## src/rtl/axil_pkg.sv

```systemverilog
`default_nettype none
// ============================================================================
// Module      : axil_pkg
// Description : Shared AXI-Lite bus widths for the command-to-AXI-Lite
//               master and its bus interface.
// Revision    : 1.0 - initial release
// ============================================================================
package axil_pkg;
    parameter int AXI_ADDR_WIDTH = 32;
    parameter int AXI_DATA_WIDTH = 32;
endpackage
`default_nettype wire

```

## src/rtl/axil_if.sv

```systemverilog
`default_nettype none
// ============================================================================
// Module      : axil_if
// Description : AXI-Lite bus bundle (AW, W, B, AR, R channels).
//               m_axil : master view, s_axil : slave view.
// Revision    : 1.0 - initial release
// ============================================================================
interface axil_if;
    logic                                     awvalid;
    logic                                     awready;
    logic [axil_pkg::AXI_ADDR_WIDTH-1:0]      awaddr;
    logic [2:0]                               awprot;
    logic                                     wvalid;
    logic                                     wready;
    logic [axil_pkg::AXI_DATA_WIDTH-1:0]      wdata;
    logic [axil_pkg::AXI_DATA_WIDTH/8-1:0]    wstrb;
    logic                                     bvalid;
    logic                                     bready;
    logic [1:0]                               bresp;
    logic                                     arvalid;
    logic                                     arready;
    logic [axil_pkg::AXI_ADDR_WIDTH-1:0]      araddr;
    logic [2:0]                               arprot;
    logic                                     rvalid;
    logic                                     rready;
    logic [axil_pkg::AXI_DATA_WIDTH-1:0]      rdata;
    logic [1:0]                               rresp;

    modport m_axil (
        output awvalid, awaddr, awprot, input awready,
        output wvalid, wdata, wstrb, input wready,
        input  bvalid, bresp, output bready,
        output arvalid, araddr, arprot, input arready,
        input  rvalid, rdata, rresp, output rready
    );

    modport s_axil (
        input  awvalid, awaddr, awprot, output awready,
        input  wvalid, wdata, wstrb, output wready,
        output bvalid, bresp, input bready,
        input  arvalid, araddr, arprot, output arready,
        output rvalid, rdata, rresp, input rready
    );
endinterface
`default_nettype wire

```

## src/rtl/axil_master.sv

```systemverilog
`default_nettype none
// ============================================================================
// Module      : axil_master
// Description : Single-outstanding AXI-Lite master. Accepts one read or
//               write command, runs it on the AXI-Lite bus, returns the
//               completion on the rsp channel and keeps saturating counts.
// Ports       : aclk, aresetn          - clock / async active-low reset
//               cmd_*                  - command request (valid/ready)
//               rsp_*                  - completion (valid/ready)
//               wr_count/rd_count/err_count - 16-bit saturating statistics
//               m_axil                 - AXI-Lite master port
// Revision    : 1.0 - initial release
// ============================================================================
module axil_master
    import axil_pkg::*;
(
    input  logic                          aclk,
    input  logic                          aresetn,
    input  logic                          cmd_valid,
    output logic                          cmd_ready,
    input  logic                          cmd_write,
    input  logic [AXI_ADDR_WIDTH-1:0]     cmd_addr,
    input  logic [AXI_DATA_WIDTH-1:0]     cmd_wdata,
    input  logic [AXI_DATA_WIDTH/8-1:0]   cmd_wstrb,
    output logic                          rsp_valid,
    input  logic                          rsp_ready,
    output logic                          rsp_write,
    output logic [AXI_DATA_WIDTH-1:0]     rsp_rdata,
    output logic [1:0]                    rsp_resp,
    output logic [15:0]                   wr_count,
    output logic [15:0]                   rd_count,
    output logic [15:0]                   err_count,
    axil_if.m_axil                        m_axil
);

    typedef enum logic [2:0] {
        IDLE         = 3'd0,
        WR_ADDR_DATA = 3'd1,
        WR_RESP      = 3'd2,
        RD_ADDR      = 3'd3,
        RD_DATA      = 3'd4,
        RSP          = 3'd5
    } state_t;

    state_t                        state_q;
    logic                          write_q;
    logic [AXI_ADDR_WIDTH-1:0]     addr_q;
    logic [AXI_DATA_WIDTH-1:0]     wdata_q;
    logic [AXI_DATA_WIDTH/8-1:0]   wstrb_q;
    logic                          awvalid_q;
    logic                          wvalid_q;
    logic                          arvalid_q;
    logic [AXI_DATA_WIDTH-1:0]     rsp_rdata_q;
    logic [1:0]                    rsp_resp_q;
    logic [15:0]                   wr_cnt_q;
    logic [15:0]                   rd_cnt_q;
    logic [15:0]                   err_cnt_q;

    // A channel counts as done once its valid has already dropped or its
    // handshake is completing this cycle.
    logic aw_done;
    logic w_done;
    assign aw_done = !awvalid_q || m_axil.awready;
    assign w_done  = !wvalid_q  || m_axil.wready;

    function automatic logic [15:0] sat_inc(input logic [15:0] v);
        return (v == 16'hFFFF) ? v : v + 16'd1;
    endfunction

    always_ff @(posedge aclk or negedge aresetn) begin
        if (!aresetn) begin
            state_q     <= IDLE;
            write_q     <= 1'b0;
            addr_q      <= '0;
            wdata_q     <= '0;
            wstrb_q     <= '0;
            awvalid_q   <= 1'b0;
            wvalid_q    <= 1'b0;
            arvalid_q   <= 1'b0;
            rsp_rdata_q <= '0;
            rsp_resp_q  <= 2'b00;
            wr_cnt_q    <= 16'd0;
            rd_cnt_q    <= 16'd0;
            err_cnt_q   <= 16'd0;
        end else begin
            case (state_q)
                IDLE: begin
                    if (cmd_valid) begin
                        write_q <= cmd_write;
                        addr_q  <= cmd_addr;
                        wdata_q <= cmd_wdata;
                        wstrb_q <= cmd_wstrb;
                        if (cmd_write) begin
                            awvalid_q <= 1'b1;
                            wvalid_q  <= 1'b1;
                            state_q   <= WR_ADDR_DATA;
                        end else begin
                            arvalid_q <= 1'b1;
                            state_q   <= RD_ADDR;
                        end
                    end
                end
                WR_ADDR_DATA: begin
                    // AW and W retire independently; either may finish first.
                    if (m_axil.awready) awvalid_q <= 1'b0;
                    if (m_axil.wready)  wvalid_q  <= 1'b0;
                    if (aw_done && w_done) state_q <= WR_RESP;
                end
                WR_RESP: begin
                    if (m_axil.bvalid) begin
                        rsp_resp_q  <= m_axil.bresp;
                        rsp_rdata_q <= '0;
                        state_q     <= RSP;
                    end
                end
                RD_ADDR: begin
                    if (m_axil.arready) begin
                        arvalid_q <= 1'b0;
                        state_q   <= RD_DATA;
                    end
                end
                RD_DATA: begin
                    if (m_axil.rvalid) begin
                        rsp_rdata_q <= m_axil.rdata;
                        rsp_resp_q  <= m_axil.rresp;
                        state_q     <= RSP;
                    end
                end
                RSP: begin
                    if (rsp_ready) begin
                        if (write_q) wr_cnt_q <= sat_inc(wr_cnt_q);
                        else         rd_cnt_q <= sat_inc(rd_cnt_q);
                        if (rsp_resp_q != 2'b00) err_cnt_q <= sat_inc(err_cnt_q);
                        state_q <= IDLE;
                    end
                end
                default: state_q <= IDLE;
            endcase
        end
    end

    // Handshake-side controls decode the registered state only.
    assign cmd_ready      = (state_q == IDLE);
    assign rsp_valid      = (state_q == RSP);
    assign m_axil.bready  = (state_q == WR_RESP);
    assign m_axil.rready  = (state_q == RD_DATA);

    assign rsp_write      = write_q;
    assign rsp_rdata      = rsp_rdata_q;
    assign rsp_resp       = rsp_resp_q;
    assign wr_count       = wr_cnt_q;
    assign rd_count       = rd_cnt_q;
    assign err_count      = err_cnt_q;

    assign m_axil.awvalid = awvalid_q;
    assign m_axil.awaddr  = addr_q;
    assign m_axil.awprot  = 3'b000;
    assign m_axil.wvalid  = wvalid_q;
    assign m_axil.wdata   = wdata_q;
    assign m_axil.wstrb   = wstrb_q;
    assign m_axil.arvalid = arvalid_q;
    assign m_axil.araddr  = addr_q;
    assign m_axil.arprot  = 3'b000;

endmodule
`default_nettype wire

```

## src/flat_wrapper.sv

```systemverilog
// flat-port wrapper written by rule: the top's interface ports become plain ports
module axil_master_flat import axil_pkg::*;
  (aclk, aresetn, cmd_valid, cmd_ready, cmd_write, cmd_addr, cmd_wdata, cmd_wstrb, rsp_valid, rsp_ready, rsp_write, rsp_rdata, rsp_resp, wr_count, rd_count, err_count, m_axil_awvalid, m_axil_awaddr, m_axil_awprot, m_axil_awready, m_axil_wvalid, m_axil_wdata, m_axil_wstrb, m_axil_wready, m_axil_bvalid, m_axil_bresp, m_axil_bready, m_axil_arvalid, m_axil_araddr, m_axil_arprot, m_axil_arready, m_axil_rvalid, m_axil_rdata, m_axil_rresp, m_axil_rready);
  axil_if m_axil_i ();
  input  logic aclk;
  input  logic aresetn;
  input  logic cmd_valid;
  output logic cmd_ready;
  input  logic cmd_write;
  input  logic [AXI_ADDR_WIDTH-1:0] cmd_addr;
  input  logic [AXI_DATA_WIDTH-1:0] cmd_wdata;
  input  logic [AXI_DATA_WIDTH/8-1:0] cmd_wstrb;
  output logic rsp_valid;
  input  logic rsp_ready;
  output logic rsp_write;
  output logic [AXI_DATA_WIDTH-1:0] rsp_rdata;
  output logic [1:0] rsp_resp;
  output logic [15:0] wr_count;
  output logic [15:0] rd_count;
  output logic [15:0] err_count;
  output wire logic [$bits(m_axil_i.awvalid)-1:0] m_axil_awvalid;
  output wire logic [$bits(m_axil_i.awaddr)-1:0] m_axil_awaddr;
  output wire logic [$bits(m_axil_i.awprot)-1:0] m_axil_awprot;
  input wire logic [$bits(m_axil_i.awready)-1:0] m_axil_awready;
  output wire logic [$bits(m_axil_i.wvalid)-1:0] m_axil_wvalid;
  output wire logic [$bits(m_axil_i.wdata)-1:0] m_axil_wdata;
  output wire logic [$bits(m_axil_i.wstrb)-1:0] m_axil_wstrb;
  input wire logic [$bits(m_axil_i.wready)-1:0] m_axil_wready;
  input wire logic [$bits(m_axil_i.bvalid)-1:0] m_axil_bvalid;
  input wire logic [$bits(m_axil_i.bresp)-1:0] m_axil_bresp;
  output wire logic [$bits(m_axil_i.bready)-1:0] m_axil_bready;
  output wire logic [$bits(m_axil_i.arvalid)-1:0] m_axil_arvalid;
  output wire logic [$bits(m_axil_i.araddr)-1:0] m_axil_araddr;
  output wire logic [$bits(m_axil_i.arprot)-1:0] m_axil_arprot;
  input wire logic [$bits(m_axil_i.arready)-1:0] m_axil_arready;
  input wire logic [$bits(m_axil_i.rvalid)-1:0] m_axil_rvalid;
  input wire logic [$bits(m_axil_i.rdata)-1:0] m_axil_rdata;
  input wire logic [$bits(m_axil_i.rresp)-1:0] m_axil_rresp;
  output wire logic [$bits(m_axil_i.rready)-1:0] m_axil_rready;
  assign m_axil_awvalid = m_axil_i.awvalid;
  assign m_axil_awaddr = m_axil_i.awaddr;
  assign m_axil_awprot = m_axil_i.awprot;
  assign m_axil_i.awready = m_axil_awready;
  assign m_axil_wvalid = m_axil_i.wvalid;
  assign m_axil_wdata = m_axil_i.wdata;
  assign m_axil_wstrb = m_axil_i.wstrb;
  assign m_axil_i.wready = m_axil_wready;
  assign m_axil_i.bvalid = m_axil_bvalid;
  assign m_axil_i.bresp = m_axil_bresp;
  assign m_axil_bready = m_axil_i.bready;
  assign m_axil_arvalid = m_axil_i.arvalid;
  assign m_axil_araddr = m_axil_i.araddr;
  assign m_axil_arprot = m_axil_i.arprot;
  assign m_axil_i.arready = m_axil_arready;
  assign m_axil_i.rvalid = m_axil_rvalid;
  assign m_axil_i.rdata = m_axil_rdata;
  assign m_axil_i.rresp = m_axil_rresp;
  assign m_axil_rready = m_axil_i.rready;
  axil_master u_core (.aclk(aclk), .aresetn(aresetn), .cmd_valid(cmd_valid), .cmd_ready(cmd_ready), .cmd_write(cmd_write), .cmd_addr(cmd_addr), .cmd_wdata(cmd_wdata), .cmd_wstrb(cmd_wstrb), .rsp_valid(rsp_valid), .rsp_ready(rsp_ready), .rsp_write(rsp_write), .rsp_rdata(rsp_rdata), .rsp_resp(rsp_resp), .wr_count(wr_count), .rd_count(rd_count), .err_count(err_count), .m_axil(m_axil_i));
endmodule
```

## config.mk

```make
export PLATFORM = sky130hd
export DESIGN_NAME = axil_master_flat
export DESIGN_NICKNAME = d
export VERILOG_FILES = /design/src/rtl/axil_pkg.sv /design/src/rtl/axil_if.sv /design/src/rtl/axil_master.sv /design/src/flat_wrapper.sv
export SDC_FILE = /design/constraint.sdc
export NUM_CORES = 1
export LEC_CHECK = 0
export ABC_AREA = 1
export ABC_CLOCK_PERIOD_IN_PS = 2900
export CORE_MARGIN = 2
export CORE_UTILIZATION = 40
export DETAILED_ROUTE_END_ITERATION = 6
export GPL_ROUTABILITY_DRIVEN = 0
export GPL_TIMING_DRIVEN = 0
export PLACE_DENSITY = 0.76
export SYNTH_ARGS = -nofsm -noshare
export SYNTH_HDL_FRONTEND = slang
export SYNTH_SLANG_ARGS = --single-unit
```

## constraint.sdc

```tcl
create_clock -name aclk -period 2.9 [get_ports aclk]
set_input_delay 0.87 -clock aclk [delete_from_list [all_inputs] [get_ports aclk]]
set_output_delay 0.87 -clock aclk [all_outputs]
set_load 0.01 [all_outputs]
```

# --- After elaboration in Yosys (flattened, before gate mapping) ---
# Cells that the tools add are included.
totals:
  input_bits: 114
  wordCells: 81
  output_inout_bits: 196
  ff_bits: 157
op_classes:
  add_sub_neg: 3
  eq_ne: 18
  reduce_logical: 19
  bitwise_logic: 4
  mux: 24
op_table:
  columns: ["cell", "n"]
  rows:
  - ["32-bit 2-to-1 mux", 2]
  - ["32-bit one-hot mux with 2 select lines", 1]
  - ["16-bit by 1-bit adder with 16-bit output (second input constant)", 3]
  - ["16-bit == test (second input constant)", 3]
  - ["4-bit AND reduction", 6]
  - ["3-bit 2-to-1 mux", 6]
  - ["3-bit one-hot mux with 6 select lines", 1]
  - ["2-bit inequality test (second input constant)", 7]
  - ["2-bit nonzero test", 4]
  - ["1-bit 2-to-1 mux", 7]
  - ["3-bit by 2-bit == test with 1-bit output (second input constant)", 2]
  - ["3-bit == test (second input constant)", 2]
  - ["2-bit 2-to-1 mux", 3]
  - ["2-bit by 1-bit inequality test with 1-bit output (second input constant)", 3]
  - ["1-bit one-hot mux with 2 select lines", 3]
  - ["6-bit AND reduction", 1]
  - ["1-bit NOT", 4]
  - ["2-bit one-hot mux with 2 select lines", 1]
  - ["3-bit by 1-bit == test with 1-bit output (second input constant)", 1]
  - ["3-bit zero test", 1]
  - ["3-bit AND reduction", 1]
  - ["1-bit zero test", 2]
  - ["1-bit logical OR", 2]
  - ["2-bit AND reduction", 1]
  - ["1-bit logical AND", 1]

# --- Longest topological paths before layout ---
# Gate-level depths: netlist of run 1.
depth:
  depth_word: 5
  depth_mapped: 10
  mapped_depth_nobuf: 9

# --- Least setup slack after synthesis of run 1 ---
# No wires, ideal clock.
synth_timing:
  path_kind: "register -> output"
  from: "register u_core.state_q[0]"
  to: "output port m_axil_rready"
  required_time_ps: 2030
  path_slack_ps: 1006
  path_buffers: 2
  stages_incl_launch_ff: 6
  t_arrival_ps: 1024
  cell_sequence: "dfrtp_1 buf_4 nor2_4 nand2_1 inv_2 buf_2"
synth_between:
  elab_chain_len: 1
synth_rtl:
  columns: ["item", "line_no", "text"]
  rows:
  - ["start: declaration", "axil_master.sv:45", "state_t state_q;"]
  - ["start signal: assignment", "axil_master.sv:72", "state_q <= IDLE;"]
  - ["start signal: assignment", "axil_master.sv:96", "state_q <= WR_ADDR_DATA;"]
  - ["start signal: assignment", "axil_master.sv:99", "state_q <= RD_ADDR;"]
  - ["3-bit == test", "axil_master.sv:146", "assign m_axil.rready = (state_q == RD_DATA);"]
  - ["end: declaration", "flat_wrapper.sv:39", "output wire logic [$bits(m_axil_i.rready)-1:0] m_axil_rready;"]
# Every way passes these cells.

# --- Worst setup path in the final report of run 1 ---
# Same ends and word-level chain as after synthesis.

==> impl_metrics.py, run 1 <==
metrics = {
    "outcome": {
        "outcome": "complete, no violations",
    },
    "global_routing": {
        "grt_pass1_wl_um": 35900,
        "grt_max_degree": 98,
        "grtUsageTotal_pct": 22.3,
        "grt.overflow.total": 0,
        "grt_pass1_vias": 7188,
        "grt_antenna_before_repair": 0,
    },
    "cts": {
        "cts-root-buf": "clkbuf_16",
        "cts.sinks": 157,
        "postCtsHoldBufs": 0,
        "cts_tree": "yes",
        "clk_transition_reported_paths_ns": 0.07,
        "numCtsBuffers": 17,
        "worstSkewPairLatency_ns": 0.42,
        "cts_htree_levels": 4,
        "cts_buffer_depth": 2,
    },
    "die": {
        "fp.dieW_um": 144,
        "die_area_sq_um": 20700,
        "row_count": 51,
        "core_sq_um": 19300,
        "pin_count": 310,
        "die_y_um": 144,
        "initial_core_util_pct": 40.5,
    },
    "setup_path": {
        "worstSetupEndpointType": "output port",
        "worstSetupStartpoint": "u_core.state_q[0]$_DFFE_PN0P_",
        "worstPathMaxFanout": 11,
        "cp.arrival_ns": 1.88,
        "r2r_cells": 8,
        "reg2reg_slack_ns": 1.16,
        "crit_chain": "buf_4 -> nor2_4 -> nand2_1 -> clkinv_4 -> clkdlybuf4s50_1",
        "critPathRequiredTime_ns": 2.03,
        "reg2reg_to": "u_core.wr_count[14]$_DFFE_PN0P_",
        "critPathSlowestCell": "clkdlybuf4s50_1",
        "critPathKind": "flip-flop to output port",
        "crit_end": "m_axil_rready",
        "critPathMaxStageDelay_ns": 0.54,
        "start_kind": "flip-flop",
        "r2r_start": "u_core.wr_count[0]$_DFFE_PN0P_",
    },
    "drt": {
        "remaining_drc_errors": 0,
        "drtIter0Drc": 322,
        "wl_um": 22600,
        "drt-vias-per-instance": 4.67,
        "ant_nets": 0,
        "vias": 7557,
        "wire_per_inst_um": 13.9,
        "drt_pass1_iterations": 4,
    },
    "final_layout": {
        "final_area_sq_um": 11900,
        "fillers": 1726,
        "drive_gt1_share_pct": 9.53,
        "diodes": 0,
        "area_delta_synth_final_pct": 51.4,
        "seqCellArea_sq_um": 3930,
        "finalNonFillerCells": 1618,
        "multi_input_area_sq_um": 3180,
        "finalNetCount": 1457,
    },
    "power": {
        "pwr-share-seq_pct": 34.1,
        "p_per_area_nw_per_um2": 891,
        "p_sw_share_pct": 35.5,
        "leakage_nw": 5.68,
        "p_switching_w": 0.00375,
        "combPwrFrac_pct": 44.7,
        "p_clk_share_pct": 21.3,
        "intPower_w": 0.00682,
        "peakVddDrop_uv": 555,
    },
    "timing": {
        "fin_crit_sh_pct": 94.7,
        "tightest_slew_ns": 0.505,
        "period_needed_ns": 2.75,
        "relSlewSlack_pct": 66.3,
        "rsz0062_at_grt": "false",
        "finalSetupViolations": 0,
        "slew_viol_final": 0,
        "fin_tns_setup_ns": 0,
        "hold_viol": 0,
        "finalClockSkew_ns": 0.0133,
        "fmax_mhz": 364,
    },
    "logic_synthesis": {
        "synth_cell_types": 32,
        "synthCells": 1011,
        "async_reset_ff_share_pct": 100,
        "synth_seq_cells": 157,
        "avgSynthCellArea_sq_um": 7.74,
        "synth-main-ff-cell": "dfrtp_1",
        "yosysWarnings": 0,
        "syn_area_sq_um": 7830,
        "ys_seq_area_share_pct": 50.2,
        "synth_edf_count": 0,
    },
    "hold_path": {
        "hp-class": "primary input to async pin",
    },
    "run": {
        "max-cap-violations": 0,
    },
    "placed_design": {
        "numPortBuffers": 302,
        "dp_cells": 1584,
        "dp_hpwl_um": 17200,
        "dpl_cell_area_sq_um": 11200,
    },
}
[layout by cell type, fill, tap and decap left out, drive strengths merged]
cell type	Yosys	routed
xnor2	17	17
buf	66	70
clkbuf	6	25
clkdlybuf4s50	0	301
o211ai	2	2
inv	68	73
nand3b	2	2
nand3	102	102
conb	1	6
a22oi	2	2
nor2	65	65
nor3	2	2
nand2	472	472
nand4	25	25
clkinv	0	6
or2	3	3
bufinv	0	1
a21oi	3	3
ha	3	3
clkinvlp	0	1
xor2	1	1
dfrtp	157	157
o21ai	14	14
[flip-flops by register name (all words and copies together), names as in the netlist]
signal / flops
u_core.rsp_rdata: 32
u_core.m_axil.awvalid: 1
u_core.m_axil.araddr: 32
u_core.m_axil.wdata: 32
u_core.err_count: 16
u_core.rd_count: 16
u_core.rsp_write: 1
u_core.state_q: 3
u_core.m_axil.wstrb: 4
u_core.rsp_resp: 2
u_core.wr_count: 16
u_core.m_axil.arvalid: 1
u_core.m_axil.wvalid: 1
[Yosys cell counts, types with 3 or more instances]
cell,count,share of area [%]
nand2_1,464,22
dfrtp_1,157,50
nand3_1,100,6.4
inv_1,63,3.0
nor2_1,56,2.7
buf_4,42,4.0
nand4_1,24,1.9
buf_2,18,1.2
xnor2_1,17,1.9
o21ai_0,12,0.77
clkbuf_1,6,0.29
nand2_2,6,0.48
inv_2,5,0.24
nor2_4,5,0.72
buf_6,4,0.58
a21oi_1,3,0.19
ha_1,3,0.48
nor2_2,3,0.24
or2_2,3,0.24
[metal layers]
layer  part of all wire [%]  global-route usage (%)  vias up
met4                    2.1                    7.38        0
met1                     41                    27.5     3492
met2                     49                    36.8      256
met3                    7.5                    7.43       28
li1                       -                       -     3781
met5                      0                       0        -
[power by group through the flow]
stage	combinational, W	sequential, W	clock, W
CTS	0.00475	0.00359	0.00230
floorplan	0.00177	0.00386	0
finish	0.00472	0.00360	0.00225
detailed placement	0.00474	0.00361	0
global route	0.00515	0.00370	0.00239
global placement	0.00466	0.00361	0
[through the flow]
stage          util, %  hold slack (ns)  worst slack [ns]  total power [W]
2_1_floorplan        -            0.506              1.01          0.00563
3_3_place_gp      57.9            0.453             -5.56          0.00827
3_5_place_dp      58.1            0.457             0.285          0.00835
4_1_cts           61.2            0.375            0.0171           0.0106
5_1_grt           61.3            0.380            0.0530           0.0112
6_report          61.3            0.357             0.154           0.0106
[layout make-up]
cell class	instances	share of cell area [%]
sequential	157	33.2
multi-input combinational	719	26.8
timing repair buffer	306	26.0
buffer	71	4.01
clock buffer	19	3.74
tap	265	2.80
inverter	68	2.20
clock inverter	13	1.30
[how the worst min path moves through the flow]
| stage | start | endpoint | slack, ns | cells past startpoint |
|---|---|---|---|---|
| 5_1_grt | aresetn | u_core.m_axil.araddr[7]$_DFFE_PN0P_ | 0.38 | 1 |
| 6_report | aresetn | u_core.m_axil.araddr[7]$_DFFE_PN0P_ | 0.36 | 1 |
| 3_5_place_dp | u_core.m_axil.wdata[5]$_DFFE_PN0P_ | u_core.m_axil.wdata[5]$_DFFE_PN0P_ | 0.46 | 2 |
| 3_3_place_gp | u_core.m_axil.wdata[16]$_DFFE_PN0P_ | u_core.m_axil.wdata[16]$_DFFE_PN0P_ | 0.45 | 2 |
| 2_1_floorplan | u_core.m_axil.wdata[14]$_DFFE_PN0P_ | u_core.m_axil.wdata[14]$_DFFE_PN0P_ | 0.51 | 2 |
| 4_1_cts | aresetn | u_core.m_axil.araddr[7]$_DFFE_PN0P_ | 0.38 | 1 |
[cell families after synthesis]
logic type,share of synthesized area (%)
AND/OR/NAND/NOR,36.4
buffers and inverters,9.40
AO/OA/AOI/OAI,1.47
XOR/XNOR,2.01
adder cells (fa/ha/maj),0.480
flip-flops,50.2
other,0.0479
[critical path: cells and delay by family, from the launching register on]
| kind | cells | cell delay (ns) |
|---|---|---|
| flip-flops | 1 | 0.36 |
| AND/OR/NAND/NOR | 2 | 0.26 |
| buffers and inverters | 3 | 0.84 |
[timing repair]
action / 4_1_cts / 5_1_grt
pin swaps: 0 / 0
gates resized for setup: 1 / 2
buffers inserted: 0 / 3
cloned: 0 / 0
endpoints found under the setup margin: 1 / 1
Power figures use the tool's default switching activity.
==> inputs of run 2 (changes only) <==
--- a/config.mk
+++ b/config.mk
@@ -7,12 +7,13 @@
 export LEC_CHECK = 0
 export ABC_AREA = 1
 export ABC_CLOCK_PERIOD_IN_PS = 2900
+export CAP_MARGIN = 20
 export CORE_MARGIN = 2
 export CORE_UTILIZATION = 40
 export DETAILED_ROUTE_END_ITERATION = 6
 export GPL_ROUTABILITY_DRIVEN = 0
 export GPL_TIMING_DRIVEN = 0
-export PLACE_DENSITY = 0.76
+export PLACE_DENSITY = 0.75
 export SYNTH_ARGS = -nofsm -noshare
 export SYNTH_HDL_FRONTEND = slang
 export SYNTH_SLANG_ARGS = --single-unit
==> run 2 against run 1 <==
Sequential power is essentially flat. Wire length is 0.36% higher. First-iteration DRC count increased by 14%. Sequential share of layout area hardly changed. Highest routed layer is now met5. Register-to-register slack barely moved. Design area is essentially flat.
==> impl_metrics.py, run 2 (synthesis gave the netlist of run 1 again) <==
metrics = {
    "global_routing": {
        "grt.overflow.total": 0,
        "grtUsageTotal_pct": 22.4,
        "grt_max_degree": 86,
        "grt_pass1_wl_um": 36200,
        "grt_pass1_vias": 7173,
        "grt_antenna_before_repair": 1,
    },
    "timing": {
        "fin_crit_sh_pct": 96.9,
        "finalSetupViolations": 0,
        "fin_tns_setup_ns": 0,
        "rsz0062_at_grt": "false",
        "holdWs_ns": 0.389,
        "period_needed_ns": 2.81,
        "relSlewSlack_pct": 61.4,
        "hold_viol": 0,
        "fmax_mhz": 356,
        "slew_viol_final": 0,
        "tightest_slew_ns": 0.579,
        "finalClockSkew_ns": 0.0108,
    },
    "drt": {
        "drt_pass1_iterations": 5,
        "top_layer": "met5",
        "met1_length_um": 9270,
        "drtIter0Drc": 368,
        "wl_met3_um": 1870,
        "wl_um": 22600,
        "remaining_drc_errors": 0,
        "vias": 7472,
        "wire_per_inst_um": 14.0,
        "ant_nets": 0,
        "wl_met2_um": 11000,
        "drt-vias-per-instance": 4.63,
    },
    "cts": {
        "worstSkewPairLatency_ns": 0.42,
        "postCtsHoldBufs": 0,
        "numCtsBuffers": 17,
        "cts.sinks": 157,
        "clk_transition_reported_paths_ns": 0.07,
        "cts_tree": "yes",
        "cts_htree_levels": 4,
        "cts_buffer_depth": 2,
        "cts-root-buf": "clkbuf_16",
    },
    "final_layout": {
        "finalCoreUtilization_pct": 61.3,
        "final_cell_mix": "464 x nand2_1, 301 x clkdlybuf4s50_1, 156 x dfrtp_1",
        "multi_input_area_sq_um": 3180,
        "drive_gt1_share_pct": 9.41,
        "final_area_sq_um": 11900,
        "finalNonFillerCells": 1615,
        "final_common_cell": "nand2_1",
        "area_delta_synth_final_pct": 51.4,
        "diodes": 0,
        "finalNetCount": 1454,
        "seqCellArea_sq_um": 3930,
        "fillers": 1699,
    },
    "die": {
        "pin_count": 310,
        "core_sq_um": 19300,
        "fp.dieW_um": 144,
        "row_count": 51,
        "die_area_sq_um": 20700,
        "initial_core_util_pct": 40.5,
        "die_y_um": 144,
    },
    "setup_path": {
        "critPathKind": "flip-flop to output port",
        "critPathRequiredTime_ns": 2.03,
        "worstPathMaxFanout": 19,
        "critical-path-top-delay-family": "buffers and inverters",
        "start_kind": "flip-flop",
        "critPathSlowestCell": "clkdlybuf4s50_1",
        "cp.arrival_ns": 1.94,
        "worstSetupEndpointType": "output port",
        "r2r_cells": 8,
        "critPathMaxStageDelay_ns": 0.56,
        "crit_chain": "buf_4 -> nor2_4 -> nand2_1 -> clkinv_4 -> clkdlybuf4s50_1",
        "critical_path_depth": 5,
        "worst-path-buf-inv": 3,
    },
    "power": {
        "intPower_w": 0.00687,
        "peakVddDrop_uv": 565,
        "leakage_nw": 5.68,
        "p_clk_share_pct": 22.0,
        "p_switching_w": 0.00376,
        "combPwrFrac_pct": 44.2,
        "p_sw_share_pct": 35.3,
        "pwr-share-seq_pct": 33.8,
        "p_per_area_nw_per_um2": 896,
    },
    "placed_design": {
        "dp_cells": 1584,
        "dp_hpwl_um": 17200,
        "dpl_cell_area_sq_um": 11200,
        "numPortBuffers": 302,
    },
    "run": {
        "max-cap-violations": 0,
    },
    "hold_path": {
        "hp-class": "primary input to async pin",
    },
    "outcome": {
        "outcome": "complete, no violations",
    },
}
==> run 2: changes by cell type in the layout (fill, tap and decap cells not counted) <==
cell	before	now
clkbuf_1	7	6
clkbuf_8	1	0
clkinv_4	5	2
inv_6	1	5
bufinv_16	1	2
buf_4	45	42
==> run 2: area by class of cell <==
type	instances	share of cell area [%]
clock inverter	15	1.63
clock buffer	17	3.59
sequential	157	33.2
inverter	68	2.20
tap	265	2.80
buffer	71	4.01
timing repair buffer	303	25.8
multi-input combinational	719	26.8
==> run 2: what timing repair did <==
| action | CTS | global route |
|---|---|---|
| gates resized for setup | 1 | 2 |
| setup buffers | 0 | 0 |
| endpoints found under the setup margin | 1 | 1 |
==> run 2: metrics by stage <==
| step | worst slack (ns) | power [W] |
|---|---|---|
| after floorplan | 1.01 | 0.00563 |
| after global placement | -5.58 | 0.00826 |
| after detailed placement | 0.286 | 0.00836 |
| after CTS | 0.00337 | 0.0107 |
| after global routing | 0.0207 | 0.0113 |
| final | 0.0894 | 0.0106 |
==> run 2: per-layer routing <==
metal,GRT usage [%],vias to the layer above
met5,0,-
met4,7.33,2
met3,7.00,39
met2,37.7,258
met1,27.4,3399
li1,-,3774
==> run 2: final timing paths <==
path / start / endpoint / slack, ns
max: u_core.state_q[0]$_DFFE_PN0P_ / m_axil_rready / 0.09
min: aresetn / u_core.rd_count[2]$_DFFE_PN0P_ / 0.39
max reg2reg: u_core.wr_count[0]$_DFFE_PN0P_ / u_core.wr_count[14]$_DFFE_PN0P_ / 1.15
min reg2reg: u_core.m_axil.wdata[30]$_DFFE_PN0P_ / u_core.m_axil.wdata[30]$_DFFE_PN0P_ / 0.47
max in group asynchronous: aresetn / u_core.state_q[1]$_DFFE_PN0P_ / 1.66
min in group aclk: u_core.m_axil.wdata[30]$_DFFE_PN0P_ / u_core.m_axil.wdata[30]$_DFFE_PN0P_ / 0.47
==> run 2: power by group through the flow <==
stage                     combinational [W]  clock (W)  sequential [W]
after detailed placement            0.00475          0         0.00361
final                               0.00469    0.00234         0.00359
after global routing                0.00513    0.00248         0.00369
after global placement              0.00465          0         0.00361
after CTS                           0.00476    0.00239         0.00360
after floorplan                     0.00177          0         0.00386
==> inputs of run 3 (changes only) <==
==> constraint.sdc (replaced) <==
create_clock -name aclk -period 2.9 [get_ports aclk]
set_input_delay 0.58 -clock aclk [delete_from_list [all_inputs] [get_ports aclk]]
set_output_delay 0.58 -clock aclk [all_outputs]
set_load 0.01 [all_outputs]
==> run 3 against run 2 <==
Via count about the same. Clock skew about the same. Design area about the same. Clock power about the same. Sequential power about the same. Count of clock-buffer cells in the layout unchanged. Core utilization about the same. Sequential share of layout area about the same. Register-to-register slack about the same. Die area unchanged. Highest routed layer unchanged.
==> impl_metrics.py, run 3 (synthesis gave the netlist of run 1 again) <==
metrics = {
    "setup_path": {
        "critPathSlowestCell": "clkdlybuf4s50_1",
        "critPathRequiredTime_ns": 2.32,
        "worstSetupEndpointType": "output port",
        "start_kind": "flip-flop",
        "critPathMaxStageDelay_ns": 0.57,
        "crit_chain": "nor2_4 -> nand2_1 -> inv_2 -> buf_2 -> clkdlybuf4s50_1",
        "critPathKind": "flip-flop to output port",
        "cp.arrival_ns": 2.18,
        "worstPathMaxFanout": 10,
    },
    "final_layout": {
        "multi_input_area_sq_um": 3180,
        "final_cell_mix": "464 x nand2_1, 301 x clkdlybuf4s50_1, 157 x dfrtp_1",
        "fillers": 1697,
        "drive_gt1_share_pct": 9.40,
        "finalNetCount": 1455,
        "area_delta_synth_final_pct": 51.4,
        "seqCellArea_sq_um": 3930,
        "diodes": 0,
        "final_common_cell": "nand2_1",
        "finalNonFillerCells": 1616,
    },
    "outcome": {
        "outcome": "complete, no violations",
    },
    "drt": {
        "drt-vias-per-instance": 4.63,
        "wire_per_inst_um": 14.0,
        "remaining_drc_errors": 0,
        "vias": 7477,
        "wl_um": 22700,
        "drtIter0Drc": 363,
        "ant_nets": 0,
        "drt_pass1_iterations": 5,
    },
    "timing": {
        "fmax_mhz": 362,
        "slew_viol_final": 0,
        "hold_viol": 0,
        "fin_tns_setup_ns": 0,
        "fin_crit_sh_pct": 95.3,
        "timing.final.ws_setup_ns": 0.135,
        "finalClockSkew_ns": 0.0108,
        "relSlewSlack_pct": 61.3,
        "tightest_slew_ns": 0.581,
        "rsz0062_at_grt": "false",
        "finalSetupViolations": 0,
        "period_needed_ns": 2.76,
    },
    "power": {
        "leakage_nw": 5.68,
        "p_clk_share_pct": 22.0,
        "p_per_area_nw_per_um2": 897,
        "p_sw_share_pct": 35.3,
        "combPwrFrac_pct": 44.2,
        "peakVddDrop_uv": 565,
        "pwr-share-seq_pct": 33.8,
        "intPower_w": 0.00687,
        "p_switching_w": 0.00376,
    },
    "die": {
        "core_sq_um": 19300,
        "pin_count": 310,
        "fp.dieW_um": 144,
        "die_area_sq_um": 20700,
        "initial_core_util_pct": 40.5,
        "row_count": 51,
        "die_y_um": 144,
    },
    "hold_path": {
        "hp-class": "primary input to async pin",
    },
    "cts": {
        "cts_tree": "yes",
        "worstSkewPairLatency_ns": 0.42,
        "cts-root-buf": "clkbuf_16",
        "cts_setup_buffers": 0,
        "numCtsBuffers": 17,
        "cts_resized": 0,
        "postCtsHoldBufs": 0,
        "cts_htree_levels": 4,
        "cts.sinks": 157,
        "clk_transition_reported_paths_ns": 0.07,
        "cts_buffer_depth": 2,
    },
    "placed_design": {
        "dp_slack_ns": 0.576,
        "dp_hpwl_um": 17200,
        "dp_cells": 1584,
        "numPortBuffers": 302,
    },
    "global_routing": {
        "grt_max_degree": 86,
        "grt_antenna_before_repair": 1,
        "grtUsageTotal_pct": 22.4,
        "grt_pass1_vias": 7176,
        "grt.overflow.total": 0,
        "grt_pass1_wl_um": 36200,
    },
    "run": {
        "max-cap-violations": 0,
    },
}
## run 3: cell types whose count changed in the layout (fill, tap and decap cells not counted)
cell / delta
dfrtp_1: +1
clkinv_4: -1
dfrtp_2: -1
buf_2: +1
inv_2: +1
## run 3: final cells by class
cell class | count | area share (%)
inverters | 68 | 2.15
well taps | 265 | 2.80
repair buffers | 303 | 25.8
multi-input cells | 719 | 26.8
plain buffers | 72 | 4.05
clock buffers | 17 | 3.59
flip-flops and latches | 157 | 33.2
clock inverters | 15 | 1.63
## run 3: per-stage QoR
stage | hold slack (ns) | total power (W) | instance area, sq um | util [%]
final | 0.0998 | 0.0106 | 11900 | 61.3
after global routing | 0.132 | 0.0113 | 11900 | 61.3
after floorplan | 0.284 | 0.00563 | 7850 | -
after global placement | 0.454 | 0.00826 | 11200 | 57.9
after detailed placement | 0.459 | 0.00836 | 11200 | 58.1
after CTS | 0.124 | 0.0107 | 11900 | 61.3
## run 3: worst paths after layout
kind | start | to | slack [ns] | cells past startpoint
worst max-delay path | u_core.state_q[1]$_DFFE_PN0P_ | m_axil_rready | 0.14 | 5
worst min-delay path | aresetn | u_core.rd_count[2]$_DFFE_PN0P_ | 0.1 | 1
worst max register to register | u_core.wr_count[0]$_DFFE_PN0P_ | u_core.wr_count[14]$_DFFE_PN0P_ | 1.15 | 8
worst min register to register | u_core.m_axil.wstrb[3]$_DFFE_PN0P_ | u_core.m_axil.wstrb[3]$_DFFE_PN0P_ | 0.47 | 2
max in group asynchronous | aresetn | u_core.rsp_write$_DFFE_PN0P_ | 1.97 | 2
min in group aclk | u_core.m_axil.wstrb[3]$_DFFE_PN0P_ | u_core.m_axil.wstrb[3]$_DFFE_PN0P_ | 0.47 | 2
## run 3: power groups by stage
| stage | Combinational (W) | Sequential (W) | Clock (W) |
|---|---|---|---|
| final | 0.00469 | 0.00359 | 0.00234 |
| after global placement | 0.00465 | 0.00361 | 0 |
| after global routing | 0.00513 | 0.00369 | 0.00248 |
| after CTS | 0.00476 | 0.00360 | 0.00239 |
| after detailed placement | 0.00475 | 0.00361 | 0 |
| after floorplan | 0.00177 | 0.00386 | 0 |
## run 3: worst max-delay path: cells and delay by family (launching register included)
| family | cells | cell delay, ns |
|---|---|---|
| flops | 1 | 0.49 |
| simple gates | 2 | 0.29 |
| buf+inv | 3 | 0.98 |
## run 3: per-layer routing
metal / vias up / wire (um) / part of all wire (%) / global-route usage [%]
li1: 3779 / - / - / -
met3: 37 / 1760 / 7.7 / 7.00
met5: - / 16 / 0.070 / 0
met2: 229 / 11000 / 49 / 37.7
met1: 3430 / 9400 / 41 / 27.4
met4: 2 / 488 / 2.1 / 7.33
